===== src/rtl/uart_message_sequencer.sv =====
// uart_message_sequencer: streams a compile-time byte string into a UART byte port.
// Optional continuous re-send with idle gap under UART_MESSAGE_SEQUENCER_REPEAT_EN.
module uart_message_sequencer #(
  parameter int                         MessageLength   = 3,
  parameter logic [8*MessageLength-1:0] Message         = "ABC",
  parameter int                         RepeatGapClocks = 1000
) (
  input  logic       clk,
  input  logic       rst,
  input  logic       start,
  input  logic       abort,
  input  logic       tx_byte_done,
  output logic [7:0] tx_byte,
  output logic       tx_byte_valid,
  output logic       busy,
  output logic       msg_done,
  output logic [7:0] byte_index
`ifdef UART_MESSAGE_SEQUENCER_REPEAT_EN
  ,
  input  logic       repeat_en
`endif
);

  if (MessageLength < 1 || MessageLength > 256 ||
      RepeatGapClocks < 1 || RepeatGapClocks > 24'hFF_FFFF) begin : g_bad_param
    $error("uart_message_sequencer: illegal parameter");
  end

  typedef enum logic [2:0] {
    S_IDLE,
    S_ISSUE,
    S_WAIT_BUSY,
    S_WAIT_DONE
`ifdef UART_MESSAGE_SEQUENCER_REPEAT_EN
    ,
    S_GAP
`endif
  } state_t;

  localparam logic [7:0] LastIdx = 8'(MessageLength - 1);

  state_t     state_q;
  state_t     state_d;
  logic       abort_q;
  logic       abort_hit;
  logic       finish;
  logic [7:0] idx_n;

  assign abort_hit = abort_q | abort;
  assign finish    = abort_hit | (byte_index == LastIdx);
  assign idx_n     = (state_q == S_WAIT_DONE) ? byte_index + 8'd1 : 8'd0;

  // Byte 0 is the leftmost character: shift it to the top and take the MSB byte.
  function automatic logic [7:0] byte_at(input logic [7:0] i);
    logic [8*MessageLength-1:0] sh;
    sh = Message << {i, 3'b000};
    return sh[8*MessageLength-1 -: 8];
  endfunction

`ifdef UART_MESSAGE_SEQUENCER_REPEAT_EN
  localparam logic [23:0] GapLoad = 24'(RepeatGapClocks - 1);

  logic [23:0] gap_q;
  logic        go_gap;

  assign go_gap = repeat_en & ~abort_hit;

  // Gap down-counter: loaded on entry, counts down while in Gap.
  always_ff @(posedge clk) begin
    if (rst) begin
      gap_q <= '0;
    end else if (state_d == S_GAP && state_q != S_GAP) begin
      gap_q <= GapLoad;
    end else if (state_q == S_GAP && gap_q != '0) begin
      gap_q <= gap_q - 24'd1;
    end
  end
`endif

  // State register.
  always_ff @(posedge clk) begin
    if (rst) begin
      state_q <= S_IDLE;
    end else begin
      state_q <= state_d;
    end
  end

  // Next-state logic.
  always_comb begin
    state_d = state_q;
    unique case (state_q)
      S_IDLE: begin
        if (start && tx_byte_done) state_d = S_ISSUE;
      end
      S_ISSUE: begin
        state_d = S_WAIT_BUSY;
      end
      S_WAIT_BUSY: begin
        if (!tx_byte_done) state_d = S_WAIT_DONE;
      end
      S_WAIT_DONE: begin
        if (tx_byte_done) begin
          if (!finish) state_d = S_ISSUE;
`ifdef UART_MESSAGE_SEQUENCER_REPEAT_EN
          else if (go_gap) state_d = S_GAP;
`endif
          else state_d = S_IDLE;
        end
      end
`ifdef UART_MESSAGE_SEQUENCER_REPEAT_EN
      S_GAP: begin
        if (abort || !repeat_en) state_d = S_IDLE;
        else if (gap_q == '0) state_d = S_ISSUE;
      end
`endif
      default: state_d = S_IDLE;
    endcase
  end

  // Moore outputs decoded from the current state.
  always_comb begin
    tx_byte_valid = (state_q == S_ISSUE);
    busy          = (state_q != S_IDLE);
  end

  // Byte/index load, done pulse and sticky abort flag.
  always_ff @(posedge clk) begin
    if (rst) begin
      tx_byte    <= 8'hFF;
      byte_index <= 8'd0;
      msg_done   <= 1'b0;
      abort_q    <= 1'b0;
    end else begin
      msg_done <= (state_q == S_WAIT_DONE) && tx_byte_done && finish;
      if (state_d == S_IDLE) begin
        abort_q <= 1'b0;
      end else if (abort && (state_q == S_ISSUE ||
                             state_q == S_WAIT_BUSY ||
                             state_q == S_WAIT_DONE)) begin
        abort_q <= 1'b1;
      end
      if (state_d == S_ISSUE) begin
        byte_index <= idx_n;
        tx_byte    <= byte_at(idx_n);
      end
    end
  end

endmodule


===== config.mk =====
export PLATFORM = sky130hd
export DESIGN_NAME = uart_message_sequencer
export DESIGN_NICKNAME = d
export VERILOG_FILES = /design/src/rtl/uart_message_sequencer.sv
export SDC_FILE = /design/constraint.sdc
export NUM_CORES = 1
export LEC_CHECK = 0
export CAP_MARGIN = 20
export CORE_UTILIZATION = 45
export DETAILED_ROUTE_END_ITERATION = 6
export PLACE_DENSITY = 0.78
export RECOVER_POWER = 100
export SLEW_MARGIN = 20
export SYNTH_ARGS = -nofsm -noshare
export SYNTH_HDL_FRONTEND = slang
export SYNTH_SLANG_ARGS = --single-unit

===== constraint.sdc =====
create_clock -name clk -period 4.9 [get_ports clk]
set_input_delay 0.735 -clock clk [delete_from_list [all_inputs] [get_ports clk]]
set_output_delay 0.735 -clock clk [all_outputs]
set_load 0.005 [all_outputs]

Yosys cells after proc, flatten, opt, wreduce, memory -nomap -nowiden
Cells that the tools add are included.
- order comparisons: 0
- shift-type cells: 1
- reduce and logical (&&, ||, !) cells: 10
- multiply operators: 0
- bitwise operators: 2
- div/mod/pow operators: 0
- multiplexer cells: 6
- $add $sub $neg: 1
- equal/unequal tests: 5
- operators with widths (cell ; count):
    $shl A23 B11 Y24 const A ; 1
    $pmux W3 S4 ; 1
    $mux W3 ; 3
    $add A8 B1 Y8 const B ; 1
    $eq A8 B2 Y1 const B ; 1
    $mux W8 ; 1
    $eq A3 B1 Y1 const B ; 2
    $eq A3 B2 Y1 const B ; 2
    $logic_not A3 Y1 ; 2
    $logic_and A1 B1 Y1 ; 4
    $reduce_bool A3 Y1 ; 1
    $logic_or A1 B1 Y1 ; 2
    $or A1 B1 Y1 ; 2
    $reduce_or A2 Y1 ; 1
    $mux W1 ; 1
- RAM bits: 0
- ROM bits: 0
- bits in latches: 0
- memories kept: 0
- word-level logic and storage cells: 30
- register bits: 21
- bits of input ports: 5
- output and inout bits: 19

Logic depth before layout (Yosys ltp)
- depth after elaboration: 7
- depth in mapped cells: 9
- depth with buffers taken out: 7

Least setup slack after synthesis
No wires, ideal clock.
- kind: register to register
- start point: register byte_index[0]
- end point: register tx_byte[6]
- path buffers: 2
- required time: 4.778 ns
- setup time: 0.122 ns
- setup slack: 2.854 ns
- arrival: 1.924 ns
- clock period less this slack: 2.046 ns
- stages on the path, launching flop included: 9
- path through: dfxtp_1 -> buf_2 -> inv_1 -> ha_1 -> nor4b_2 -> a2111oi_4 -> o21ai_4 -> buf_6 -> a221o_1
- word-level cells in the longest chain between the ends: 6
- elaborated cells between the ends (all ways): 9
- classes of those cells: 1 x add/sub; 2 x eq/ne; 1 x shift; 4 x mux; 1 x bitwise
- ends and longest elaborated chain (element ; RTL line ; RTL):
    start: declaration ; 17 ; output logic [7:0] byte_index
    start signal: assignment ; 144 ; byte_index <= idx_n;
    branches (longest 6 deep; another with $add A8 B1 Y8) ; n/a ;
    end signal: assignment ; 145 ; tx_byte <= byte_at(idx_n);
    end: declaration ; 13 ; output logic [7:0] tx_byte,
Parallel ways; which one is timed is not known.
A chain may end at the register's enable or synchronous reset.

Worst setup path in the final report
Same ends and word-level chain as after synthesis.

==> results.py <==
metrics = {
    "status": {
        "status": "complete, no violations",
    },
    "layout": {
        "drive_gt1_frac": 0.05185,
        "syn2layout_area_growth_pct": 19.30,
        "nNetsFinal": 143,
        "final_cells": 162,
        "diodes": 0,
    },
    "logic_synthesis": {
        "synth_area_leaders": "dfxtp_1 (34%), a21oi_1 (6.5%), o32ai_1 (4.4%), or3_1 (4.4%), a221o_1 (3.0%)",
        "synth.cell_area_sq_um": 998.5,
        "yosysWarnings": 0,
        "synth_cell_type_count": 41,
        "synth_nets": 125,
        "syn_area_per_cell_sq_um": 8.462,
        "synthCells": 118,
        "ys_seq_area_frac": 0.3409,
        "yosysTopAreaCell": "dfxtp_1",
        "yosys_register_bits": 17,
        "synth.top_cell.area_share": 0.3409,
    },
    "die": {
        "start_util": 0.4938,
        "core_area_sq_um": 2022,
        "die_x_microns": 49.11,
        "num_rows": 16,
        "io_pins": 24,
        "die_area_sq_um": 2411,
        "die_h_microns": 49.11,
    },
    "timing": {
        "skew_ns": 0.007012,
        "finalSetupViolCount": 0,
        "tightest_slew_ns": 1.433,
        "drv_slew": 0,
        "grt_setup_unrepaired": "no",
        "finalHoldViolCount": 0,
        "min_period_ns": 3.118,
        "fmax_ghz": 0.3208,
        "maxSlewHeadroom": 0.03457,
        "tns_ns": 0,
        "hold_ws_ns": 0.4954,
        "fin_crit_sh": 0.6362,
    },
    "power_and_ir_drop": {
        "power.internal_w": 0.0001834,
        "power.leakage_nw": 0.4170,
        "peakVddDrop_uv": 203.1,
        "p_per_area_nw_per_um2": 202.6,
        "pwr-share-clk": 0.314,
        "p_comb_frac": 0.093,
        "power.net_switching_w": 0.00005797,
        "power_frac_seq": 0.593,
        "swShare": 0.2402,
    },
    "setup_path": {
        "r2r_cells": 7,
        "r2r_slack_ns": 1.78,
        "slowest_stage": "o21ai_0",
        "critPathLaunchType": "flip-flop",
        "critical_path_class": "reg2reg",
        "path_buf_inv": 1,
        "crit_path_max_fanout": 14,
        "worst_setup_path_end_kind": "flip-flop",
        "crit_path_max_incr_delay_ns": 1.14,
        "worstPathArrival_ns": 3.30,
        "cp_top_family": "compound AO/OA/AOI/OAI gates",
        "path_cells": "inv_1, ha_1, nor4b_1, a2111oi_0, o21ai_0, a21oi_1, a221o_1",
        "timing.rr.end": "tx_byte[6]$_SDFFE_PP1N_",
        "r2r_start": "byte_index[0]$_SDFFE_PP0N_",
        "cp.required_ns": 5.08,
        "critical_path_depth": 7,
    },
    "detailed_routing": {
        "drt-pass1-iter-count": 4,
        "wl_per_cell_microns": 13.48,
        "wl_microns": 2183,
        "dr.first_iter.drc_count": 28,
        "drc_errors": 0,
        "drtAntennaViolNets": 0,
        "vias_per_cell": 5.944,
        "vias": 963,
    },
    "clock_network": {
        "cts_hold_buf": 0,
        "tritoncts": "yes",
        "root_buffer": "clkbuf_4",
        "clkLatencyLatePin_ns": 0.29,
        "cts_buffer_depth": 2,
        "numCtsBuffers": 3,
        "cts.sinks": 17,
        "cts_resized": 0,
        "cts_setup_buffers": 0,
        "ctsHtreeMaxLevel": 1,
        "path_clk_slew_ns": 0.11,
    },
    "global_routing": {
        "grt.total_usage": 0.1830,
        "grt-ovfl-total": 0,
        "grt_start_max_net_pins": 22,
        "grt_first_pass_wirelength_microns": 3484,
        "first_global_vias": 829,
        "antenna_found_initial": 0,
    },
    "min_path": {
        "hold_depth": 1,
        "holdPathEnd": "tx_byte[0]$_SDFFE_PP1N_",
        "worst_hold_path_type": "reg2reg",
        "hp-start": "tx_byte[0]$_SDFFE_PP1N_",
    },
    "job": {
        "drv.max_cap_violation_count": 0,
    },
    "placement": {
        "port-buffer-count": 23,
        "place_inst": 158,
        "gp_congestion": 0.8875,
        "dp_hpwl_microns": 1564,
    },
}
==> per-stage QoR <==
step | worst slack, ns | total power, W | cell area [sq um] | utilization
after floorplan | 2.854 | 0.0001605 | 998.5 | -
after global placement | 2.548 | 0.0001710 | 1200 | 0.5934
after detailed placement | 2.428 | 0.0001716 | 1200 | 0.5934
after CTS | 2.638 | 0.0002472 | 1227 | 0.6071
after global routing | 1.541 | 0.0002538 | 1191 | 0.5891
final | 1.782 | 0.0002414 | 1191 | 0.5891
==> how the worst max path moves through the flow <==
stage,startpoint,endpoint,slack (ns)
after CTS,byte_index[0]$_SDFFE_PP0N_,byte_index[1]$_SDFFE_PP0N_,2.64
after detailed placement,tx_byte_done,byte_index[1]$_SDFFE_PP0N_,2.43
after global placement,tx_byte_done,byte_index[1]$_SDFFE_PP0N_,2.55
final,byte_index[0]$_SDFFE_PP0N_,tx_byte[6]$_SDFFE_PP1N_,1.78
after floorplan,byte_index[0]$_SDFFE_PP0N_,tx_byte[6]$_SDFFE_PP1N_,2.85
after global routing,byte_index[0]$_SDFFE_PP0N_,tx_byte[6]$_SDFFE_PP1N_,1.54
==> cells in the final DEF, fill, tap and decap left out, types with 5 or more instances in the layout <==
cell type	n
a21oi_1	13
dfxtp_1	17
dlygate4sd3_1	20
inv_1	6
nand2_1	6
nand3_1	5
nor2_1	8
o21ai_0	5
o32ai_1	5
or3_1	7
==> cells by family after synthesis <==
kind of cell    after synthesis  synth area share
compound gates               35            0.2631
simple gates                 46            0.2732
buf+inv                      16           0.08521
flops                        17            0.3409
fa+ha+maj                     2           0.02506
xor+xnor                      1          0.008774
other cells                   1          0.003756
==> final cells by class <==
type | count | area [sq um]
well taps | 27 | 33.78
repair buffers | 23 | 230.2
multi-input cells | 85 | 536.8
flip-flops and latches | 17 | 340.3
inverters | 6 | 22.52
clock buffers | 3 | 22.52
fillers | 178 | 830.8
clock inverters | 1 | 5.005
==> worst reg2reg max path, cell delays in order (launching register included) <==
cell	delay [ns]
dfxtp_1	0.42
inv_1	0.14
ha_1	0.15
nor4b_1	0.37
a2111oi_0	0.23
o21ai_0	1.14
a21oi_1	0.17
a221o_1	0.39
==> synthesized netlist by cell type <==
| cell | count |
|---|---|
| or2b_1 | 1 |
| nor4_1 | 1 |
| o21ai_1 | 1 |
| a31oi_1 | 1 |
| xnor2_1 | 1 |
| buf_1 | 1 |
| buf_2 | 2 |
| nand3_1 | 5 |
| ha_1 | 2 |
| o21ai_0 | 3 |
| nor3b_1 | 1 |
| nand3b_2 | 1 |
| nor4b_2 | 1 |
| nor3_1 | 2 |
| nand2_1 | 6 |
| and3_1 | 1 |
| o211ai_1 | 2 |
| a2111oi_4 | 1 |
| or3_1 | 7 |
| nand4b_1 | 2 |
| conb_1 | 1 |
| o32ai_1 | 5 |
| dfxtp_1 | 17 |
| buf_6 | 1 |
| a221o_1 | 3 |
| a211oi_1 | 2 |
| nor4b_1 | 1 |
| nand2b_1 | 1 |
| nand4_1 | 3 |
| a211o_1 | 1 |
| buf_4 | 4 |
| nor2_1 | 8 |
| nand2_2 | 1 |
| a21oi_1 | 13 |
| o21ai_4 | 1 |
| nand4bb_1 | 1 |
| and2_1 | 2 |
| clkbuf_1 | 2 |
| inv_1 | 6 |
| a21o_1 | 2 |
| or2_2 | 1 |
==> flip-flops by register name, summed over array words and instances, names as in the netlist <==
register and flops:
state_q 3, abort_q 1, tx_byte 4, msg_done 1, byte_index 8
==> power groups by stage <==
stage	clock [W]	combinational (W)	sequential, W
2_1_floorplan	0	0.0000141	0.000146
3_3_place_gp	0	0.0000247	0.000146
3_5_place_dp	0	0.0000252	0.000146
4_1_cts	0.0000786	0.0000253	0.000143
5_1_grt	0.0000861	0.0000241	0.000144
6_report	0.0000757	0.0000225	0.000143
==> per-layer routing <==
metal	vias to the layer above	global-route usage	share of wire
li1	471	-	-
met1	447	0.2250	0.45
met2	39	0.3128	0.48
met3	6	0.03115	0.056
met4	0	0.07353	0.016
met5	-	0	0
Note: power is estimated with default switching activity, not from simulation.
